## config.mk

```make
export PLATFORM = sky130hd
export DESIGN_NAME = acc_exec
export DESIGN_NICKNAME = d
export VERILOG_FILES = /design/src/rtl/acc_exec_pkg.sv /design/src/rtl/acc_alu.sv /design/src/rtl/acc_exec.sv
export SDC_FILE = /design/constraint.sdc
export NUM_CORES = 1
export LEC_CHECK = 0
export ABC_AREA = 1
export CORE_MARGIN = 8
export CORE_UTILIZATION = 52
export CTS_BUF_LIST = sky130_fd_sc_hd__clkbuf_2
export CTS_CLUSTER_SIZE = 14
export DETAILED_ROUTE_END_ITERATION = 12
export PLACE_DENSITY = 0.91
export RECOVER_POWER = 50
export SYNTH_ARGS = -nofsm -noshare
export SYNTH_HDL_FRONTEND = slang
export SYNTH_HIERARCHICAL = 1
export SYNTH_SLANG_ARGS = --single-unit
```

## constraint.sdc

```tcl
create_clock -name clk_i -period 2.34 [get_ports clk_i]
set_clock_uncertainty 0.15 [all_clocks]
set_input_delay 0.585 -clock clk_i [delete_from_list [all_inputs] [get_ports clk_i]]
set_output_delay 0.585 -clock clk_i [all_outputs]
set_load 0.05 [all_outputs]
```

## src/rtl/acc_exec_pkg.sv

```systemverilog
// Shared definitions for the execute stage: data width, decoder one-hot bit
// positions and the execute FSM state encoding.
package acc_exec_pkg;

   localparam int ACC_W = 4;
   localparam int OP_N  = 8;

   // Bit positions in the decoder's one-hot control word (DI[0] = AND).
   localparam int AND_B  = 0;
   localparam int OR_B   = 1;
   localparam int XOR_B  = 2;
   localparam int SUMA_B = 3;
   localparam int INV_B  = 4;
   localparam int HOLD_B = 5;
   localparam int LOAD_B = 6;
   localparam int RST_B  = 7;

   typedef enum logic {
      S_IDLE = 1'b0,
      S_DONE = 1'b1
   } state_t;

endpackage

```

## src/rtl/acc_alu.sv

```systemverilog
// Combinational accumulator ALU: computes the next accumulator and flags for
// one decoded instruction. Unselected, disabled or illegal words return the
// current state unchanged; o_legal is low when more than one bit is set.
module acc_alu
   import acc_exec_pkg::*;
#(
   parameter int             W       = ACC_W,
   parameter logic [W-1:0]   ACC_RST = '0
) (
   input  logic [0:OP_N-1] i_op,
   input  logic [W-1:0]    i_acc,
   input  logic [W-1:0]    i_b,
   input  logic            i_c,
   input  logic            i_v,
   output logic [W-1:0]    o_acc,
   output logic            o_c,
   output logic            o_v,
   output logic            o_legal
);

   logic [W:0] w_sum;
   logic       w_legal;

   assign w_sum   = {1'b0, i_acc} + {1'b0, i_b};
   assign w_legal = $onehot0(i_op);
   assign o_legal = w_legal;

   // Next-state selection; defaults hold every register.
   always_comb begin
      o_acc = i_acc;
      o_c   = i_c;
      o_v   = i_v;
      if (w_legal) begin
         if (i_op[AND_B]) begin
            o_acc = i_acc & i_b;
         end else if (i_op[OR_B]) begin
            o_acc = i_acc | i_b;
         end else if (i_op[XOR_B]) begin
            o_acc = i_acc ^ i_b;
         end else if (i_op[SUMA_B]) begin
            o_acc = w_sum[W-1:0];
            o_c   = w_sum[W];
            o_v   = (i_acc[W-1] == i_b[W-1]) && (w_sum[W-1] != i_acc[W-1]);
         end else if (i_op[INV_B]) begin
            o_acc = ~i_acc;
         end else if (i_op[LOAD_B]) begin
            o_acc = i_b;
         end else if (i_op[RST_B]) begin
            o_acc = ACC_RST;
            o_c   = 1'b0;
            o_v   = 1'b0;
         end
      end
   end

endmodule

```

## src/rtl/acc_exec.sv

```systemverilog
// Execute stage of the 4-bit processor: holds the accumulator, the carry,
// overflow and sticky error flags, and a two-state FSM that commits one
// instruction and reports it with a single-cycle done/busy pulse.
module acc_exec
   import acc_exec_pkg::*;
#(
   parameter int             W       = ACC_W,
   parameter logic [W-1:0]   ACC_RST = '0
) (
   input  logic            clk_i,
   input  logic            rst_i,
   input  logic [0:OP_N-1] DI_i,
   input  logic [W-1:0]    dato_i,
   input  logic            valid_i,
   output logic            busy_o,
   output logic [W-1:0]    acc_o,
   output logic            c_o,
   output logic            z_o,
   output logic            v_o,
   output logic            err_o,
   output logic            done_o
);

   state_t       r_state;
   logic [W-1:0] r_acc;
   logic         r_c;
   logic         r_v;
   logic         r_err;
   logic         r_done;
   logic         r_busy;

   logic [W-1:0] w_acc;
   logic         w_c;
   logic         w_v;
   logic         w_legal;

   acc_alu #(
      .W       (W),
      .ACC_RST (ACC_RST)
   ) u_alu (
      .i_op    (DI_i),
      .i_acc   (r_acc),
      .i_b     (dato_i),
      .i_c     (r_c),
      .i_v     (r_v),
      .o_acc   (w_acc),
      .o_c     (w_c),
      .o_v     (w_v),
      .o_legal (w_legal)
   );

   // FSM plus datapath registers; results commit on the edge leaving IDLE.
   always_ff @(posedge clk_i or posedge rst_i) begin
      if (rst_i) begin
         r_state <= S_IDLE;
         r_acc   <= ACC_RST;
         r_c     <= 1'b0;
         r_v     <= 1'b0;
         r_err   <= 1'b0;
         r_done  <= 1'b0;
         r_busy  <= 1'b0;
      end else begin
         unique case (r_state)
            S_IDLE: begin
               if (valid_i) begin
                  r_acc   <= w_acc;
                  r_c     <= w_c;
                  r_v     <= w_v;
                  if (!w_legal) begin
                     r_err <= 1'b1;
                  end
                  r_done  <= 1'b1;
                  r_busy  <= 1'b1;
                  r_state <= S_DONE;
               end else begin
                  r_done  <= 1'b0;
                  r_busy  <= 1'b0;
               end
            end
            S_DONE: begin
               r_done  <= 1'b0;
               r_busy  <= 1'b0;
               r_state <= S_IDLE;
            end
            default: begin
               r_done  <= 1'b0;
               r_busy  <= 1'b0;
               r_state <= S_IDLE;
            end
         endcase
      end
   end

   assign acc_o  = r_acc;
   assign c_o    = r_c;
   assign v_o    = r_v;
   assign err_o  = r_err;
   assign done_o = r_done;
   assign busy_o = r_busy;
   assign z_o    = (r_acc == '0);

endmodule

```

# Word-level counts from Yosys, hierarchy flattened
# Index checks and enable logic that the tools add are counted.
[totals]
regBits = 8
in_bits = 15
out_inout_bits = 10
[op_classes]
n_reduce_logical = 7
n_eq_ne = 4
mux = 14
addsub = 8
bitwise = 9
magnitude_cmp = 1
[ops]
columns = ["op", "n"]
rows = [
  ["$mux 4", 7],
  ["$add 4x4->4", 3],
  ["$reduce_and 9->1", 1],
  ["$add 1x1->2", 4],
  ["$reduce_bool 7->1", 1],
  ["$mux 1", 6],
  ["$add 4x4->5", 1],
  ["$not 1->1", 5],
  ["$and 4x4->4", 1],
  ["$le 4x1->1 const B", 1],
  ["$logic_not 4->1", 1],
  ["$ne 2x1->1 const B", 2],
  ["$not 4->4", 1],
  ["$or 4x4->4", 1],
  ["$reduce_and 4->1", 1],
  ["$xor 4x4->4", 1],
  ["$reduce_and 3->1", 1],
  ["$pmux 1 s2", 1],
  ["$reduce_bool 2->1", 1],
  ["$eq 1x1->1", 1],
  ["$logic_and 1x1->1", 1],
  ["$ne 1x1->1", 1],
]

# Logic depth before layout (Yosys ltp)
[depth]
ltp_word = 7
mapped_depth = 18
depth_no_buf = 18

# Cells and area by module
# Netlist, hierarchy kept.
[modules_own_cells]
columns = ["module", "n_inst", "seq_area_each_um2", "area_each_um2", "cells_per_inst"]
rows = [
  ["acc_alu", 1, 0.0, 772.0, 134],
  ["acc_exec", 1, 200.2, 345.3, 39],
]

# Least setup slack after synthesis
# OpenSTA, ideal clock, no wires.
[synth_path]
path_type = "input to register"
start = "in DI_i[7] (netlist name)"
end = "reg r_acc[0] (netlist: acc_o[0])"
stages = 17
slack_ns = -1.269
t_required_ns = 2.070
setup_time_ns = 0.120
arrival_ns = 3.339
path_cell_list = "fa_1 -> inv_1 -> fa_1 -> fa_1 -> inv_1 -> ha_1 -> fa_1 -> nand2_1 -> nor2_1 -> nand2_1 -> o21ai_2 -> nand2_4 -> clkinv_4 -> o21ai_1 -> o22ai_1 -> nand3_1 -> nand2_1"
[synth_between]
elab_chain_cells = 5
word_cells_on_any_way = 6
[synth_lines]
columns = ["element", "line", "text"]
rows = [
  ["from (decl)", "acc_exec.sv:12", "input logic [0:OP_N-1] DI_i,"],
  ["$add 1x1->2 (implied by the code)", "acc_alu.sv:25", "assign w_legal = $onehot0(i_op);"],
  ["$add 4x4->4 (implied by the code) (2 in series)", "acc_alu.sv:25", ""],
  ["$le 4x1->1 (implied by the code)", "acc_alu.sv:25", ""],
  ["net w_legal", "acc_exec.sv:35", "logic w_legal;"],
  ["$reduce_and 4->1 (no source line)", "n/a", ""],
  ["to (signal assigned)", "acc_exec.sv:66", "r_acc <= w_acc;"],
  ["to (decl)", "acc_exec.sv:25", "logic [W-1:0] r_acc;"],
]
# The timed path passes the listed nets, and every way through them passes these cells.
# A chain may end at the register's enable or synchronous reset.

# Worst setup path in the final report
# Same ends and word-level chain as after synthesis.

==> impl_metrics.toml <==
[outcome]
outcome = "finished with violations"
failing_checks = "setup timing"

[routing]
route.detailed.wl_per_inst_um = 18.7
vias_per_cell = 6.04
detail_route.iter0.violations = 139
antenna_violation_net_count_after_detailed_routing = 0
drc = 0
firstDrtPassIters = 7
route.final.wire_length_um = 4710
vias = 1522

[setup_path]
startpoint_type = "primary input"
critical_path.max_stage_delay_ns = 0.56
worstSetupPathType = "in -> reg"
cp_cell_sequence = "buf_6 -> fa_1 -> inv_2 -> fa_1 -> fa_1 -> inv_2 -> ha_4 -> fa_2 -> nand2_2 -> nor2_2 -> nand2_2 -> o21ai_2 -> nand2_4 -> clkinv_4 -> o21ai_2 -> o22ai_1 -> nand3_1 -> nand2_1"
crit_family = "adder cells"
crit_slowest_cell = "sky130_fd_sc_hd__fa_1"
timing.critical_path.to_type = "register"
timing.critical_path.arrival_ns = 3.73
critical_path.most_common_cell = "sky130_fd_sc_hd__fa_1"
critical_path_required_ns = 2.33
cp_num_buf_inv = 4
worstPathMaxFanout = 6

[power_and_ir_drop]
swShare_pct = 55.3
vdd.ir_drop.worst_mv = 0.907
net-switching-power_uw = 828
p_int_uw = 670
pwr-share-seq_pct = 14.2
p_per_area_nw_per_um2 = 913
p_comb_share_pct = 80.2
p_clk_share_pct = 5.6
power_leakage_nw = 0.879

[grt]
globalRouteTotalUtil_pct = 20.6
grt_pass1_wl_um = 6600
overflow = 0
grt_start_max_net_pins = 9
first_global_vias = 1484
antenna_found_initial = 0

[die]
initial_utilization_pct = 55.8
placeableCoreArea_um2 = 2000
num_io_pins = 25
fp-row-count = 16
floorplan.die_area_um2 = 3890
die_y_um = 62.4
horizontal_extent_of_the_die_um = 62.4

[finish]
area_growth_pct = 46.9
antenna-diode-count = 0
design.final.nets = 258
final_cell_utilization_of_the_core_pct = 82.0
layout-drive-gt1-share_pct = 28.0
fin_cells = 252

[sta]
rsz_0062_raised_after_global_routing = "true"
post-route-period-util_pct = 160
setup_ws_final_ns = -1.40
finalSetupViolations = 7
timing.final.crit_period_ns = 3.74
holdWs_ns = 0.314
slew_headroom_pct = 58.1
finalMaxSlewViolations = 0
finalHoldViolCount = 0
setup_tns_ns = -9.46
max_slew.worst_pin.slew_ns = 0.623
clock.fmax_ghz = 0.267

[synth]
synth_fp_nets = 204
synth.avg_cell_area_um2 = 6.46
ys_warnings = 6
synth_cell_type_count = 23
yosys_register_bits = 8
syn_area_um2 = 1120
yosysSeqAreaShare_pct = 17.9
synthCells = 173

[cts]
tritoncts.num_buffers = 3
clockRootBuffer = "sky130_fd_sc_hd__clkbuf_2"
clock_tree_from_tritoncts = "yes"
cts_sinks = 8
path_clk_slew_ns = 0.09
cts_hold_buffers = 0
cts_max_level = 1
clock_latency_ns = 0.25
maximum_number_of_buffers_from_clock_root_to_sink = 2

[place]
gp_congestion = 0.971
placement.io_buffers = 24
placement.setup.worst_slack_ns = -1.91
dp_cells = 248
post-dp-hpwl_um = 3210

[job]
drv.max_cap_violation_count = 0

[worst_hold_path]
hold_path.class = "reg -> reg"
-- path summary, 6_finish.rpt --
| path | start | endpoint | slack (ns) | cells past startpoint |
|---|---|---|---|---|
| setup / recovery | DI_i[7] | acc_o[0]$_DFFE_PP0P_ | -1.40 | 18 |
| hold / removal | err_o$_DFFE_PP0P_ | err_o$_DFFE_PP0P_ | 0.31 | 2 |
| setup reg to reg | acc_o[0]$_DFFE_PP0P_ | acc_o[0]$_DFFE_PP0P_ | 0.18 | 9 |
| hold reg to reg | err_o$_DFFE_PP0P_ | err_o$_DFFE_PP0P_ | 0.31 | 2 |
| max in group asynchronous | rst_i | busy_o$_DFF_PP0_ | 1.20 | 2 |
| min in group asynchronous | rst_i | v_o$_DFFE_PP0P_ | 0.58 | 2 |
-- layer usage --
metal	vias to the layer above	wire length, µm	GRT usage [%]
li1	650	-	-
met1	690	1630	20.1
met2	130	2270	37.0
met3	52	525	7.71
met4	0	283	10.8
met5	-	0	0
-- flip-flops by register name, summed over array words and instances (netlist names) --
name	flops
busy_o	1
err_o	1
acc_o	4
v_o	1
c_o	1
-- area by class of cell --
cell class                      instances  area [µm²]
Multi-Input combinational cell        129         812
Timing Repair Buffer                   52         452
Fill cell                             131         360
Sequential cell                         8         200
Inverter                               33         129
Tap cell                               27        33.8
Clock buffer                            3        15.0
-- metrics by stage --
stage | total power [mW] | cell area, µm²
after floorplan | 0.855 | 1120
after global placement | 1.25 | 1570
after detailed placement | 1.29 | 1570
after CTS | 1.42 | 1610
after global routing | 1.59 | 1640
final | 1.50 | 1640
-- placed cells by master (no fill, tap or decap), types with 5 or more instances in the layout --
cell,instances
sky130_fd_sc_hd__nand3_1,13
sky130_fd_sc_hd__inv_2,5
sky130_fd_sc_hd__nand2_1,43
sky130_fd_sc_hd__buf_4,31
sky130_fd_sc_hd__clkdlybuf4s50_1,15
sky130_fd_sc_hd__ha_1,10
sky130_fd_sc_hd__nor2_1,10
sky130_fd_sc_hd__o21ai_1,6
sky130_fd_sc_hd__a21oi_1,14
sky130_fd_sc_hd__dfrtp_1,8
sky130_fd_sc_hd__inv_1,27
sky130_fd_sc_hd__nand2_2,7
sky130_fd_sc_hd__o21ai_0,6
-- what timing repair did --
action                                  CTS  global route
cloned                                    0             0
buffers inserted                          0             1
resized for setup                        22             9
endpoints found under the setup margin    7             7
pin swaps                                15            16
endpoints found under the hold margin     0             0
-- cell usage after synthesis --
cell	instances	area [µm²]
sky130_fd_sc_hd__o31ai_1	1	7.51
sky130_fd_sc_hd__nor2_1	12	45.0
sky130_fd_sc_hd__clkinv_4	1	8.76
sky130_fd_sc_hd__nor3_1	1	5.00
sky130_fd_sc_hd__o21ai_1	7	35.0
sky130_fd_sc_hd__nand3_2	1	10.0
sky130_fd_sc_hd__nand3_1	13	65.1
sky130_fd_sc_hd__dfrtp_1	8	200
sky130_fd_sc_hd__nand2_1	50	188
sky130_fd_sc_hd__o21ai_0	6	30.0
sky130_fd_sc_hd__inv_1	30	113
sky130_fd_sc_hd__buf_6	2	22.5
sky130_fd_sc_hd__ha_1	11	138
sky130_fd_sc_hd__a21oi_1	14	70.1
sky130_fd_sc_hd__nor2_2	1	6.26
sky130_fd_sc_hd__o21ai_2	2	17.5
sky130_fd_sc_hd__and2_1	1	6.26
sky130_fd_sc_hd__fa_1	5	100
sky130_fd_sc_hd__buf_4	1	7.51
sky130_fd_sc_hd__nand2_4	2	22.5
sky130_fd_sc_hd__nand4_1	1	6.26
sky130_fd_sc_hd__o22ai_1	1	6.26
sky130_fd_sc_hd__inv_2	2	7.51
-- cell families after synthesis --
| family | share of synthesized area, % |
|---|---|
| AND/OR/NAND/NOR | 31.7 |
| adder cells (fa/ha/maj) | 21.3 |
| flip-flops | 17.9 |
| AO/OA/AOI/OAI | 14.9 |
| buffers and inverters | 14.2 |
-- power groups by stage --
stage	clock network (mW)	logic, mW	registers, mW
after detailed placement	0	1.08	0.208
after global routing	0.0936	1.28	0.218
after global placement	0	1.04	0.206
after floorplan	0	0.492	0.363
final	0.0836	1.20	0.213
after CTS	0.0812	1.13	0.209
-- tightest hold or removal path: stages, from the launching register on --
cell and delay, ns:
sky130_fd_sc_hd__dfrtp_1 0.34, sky130_fd_sc_hd__inv_1 0.04, sky130_fd_sc_hd__nand2_1 0.05
Power figures use the tool's default switching activity.
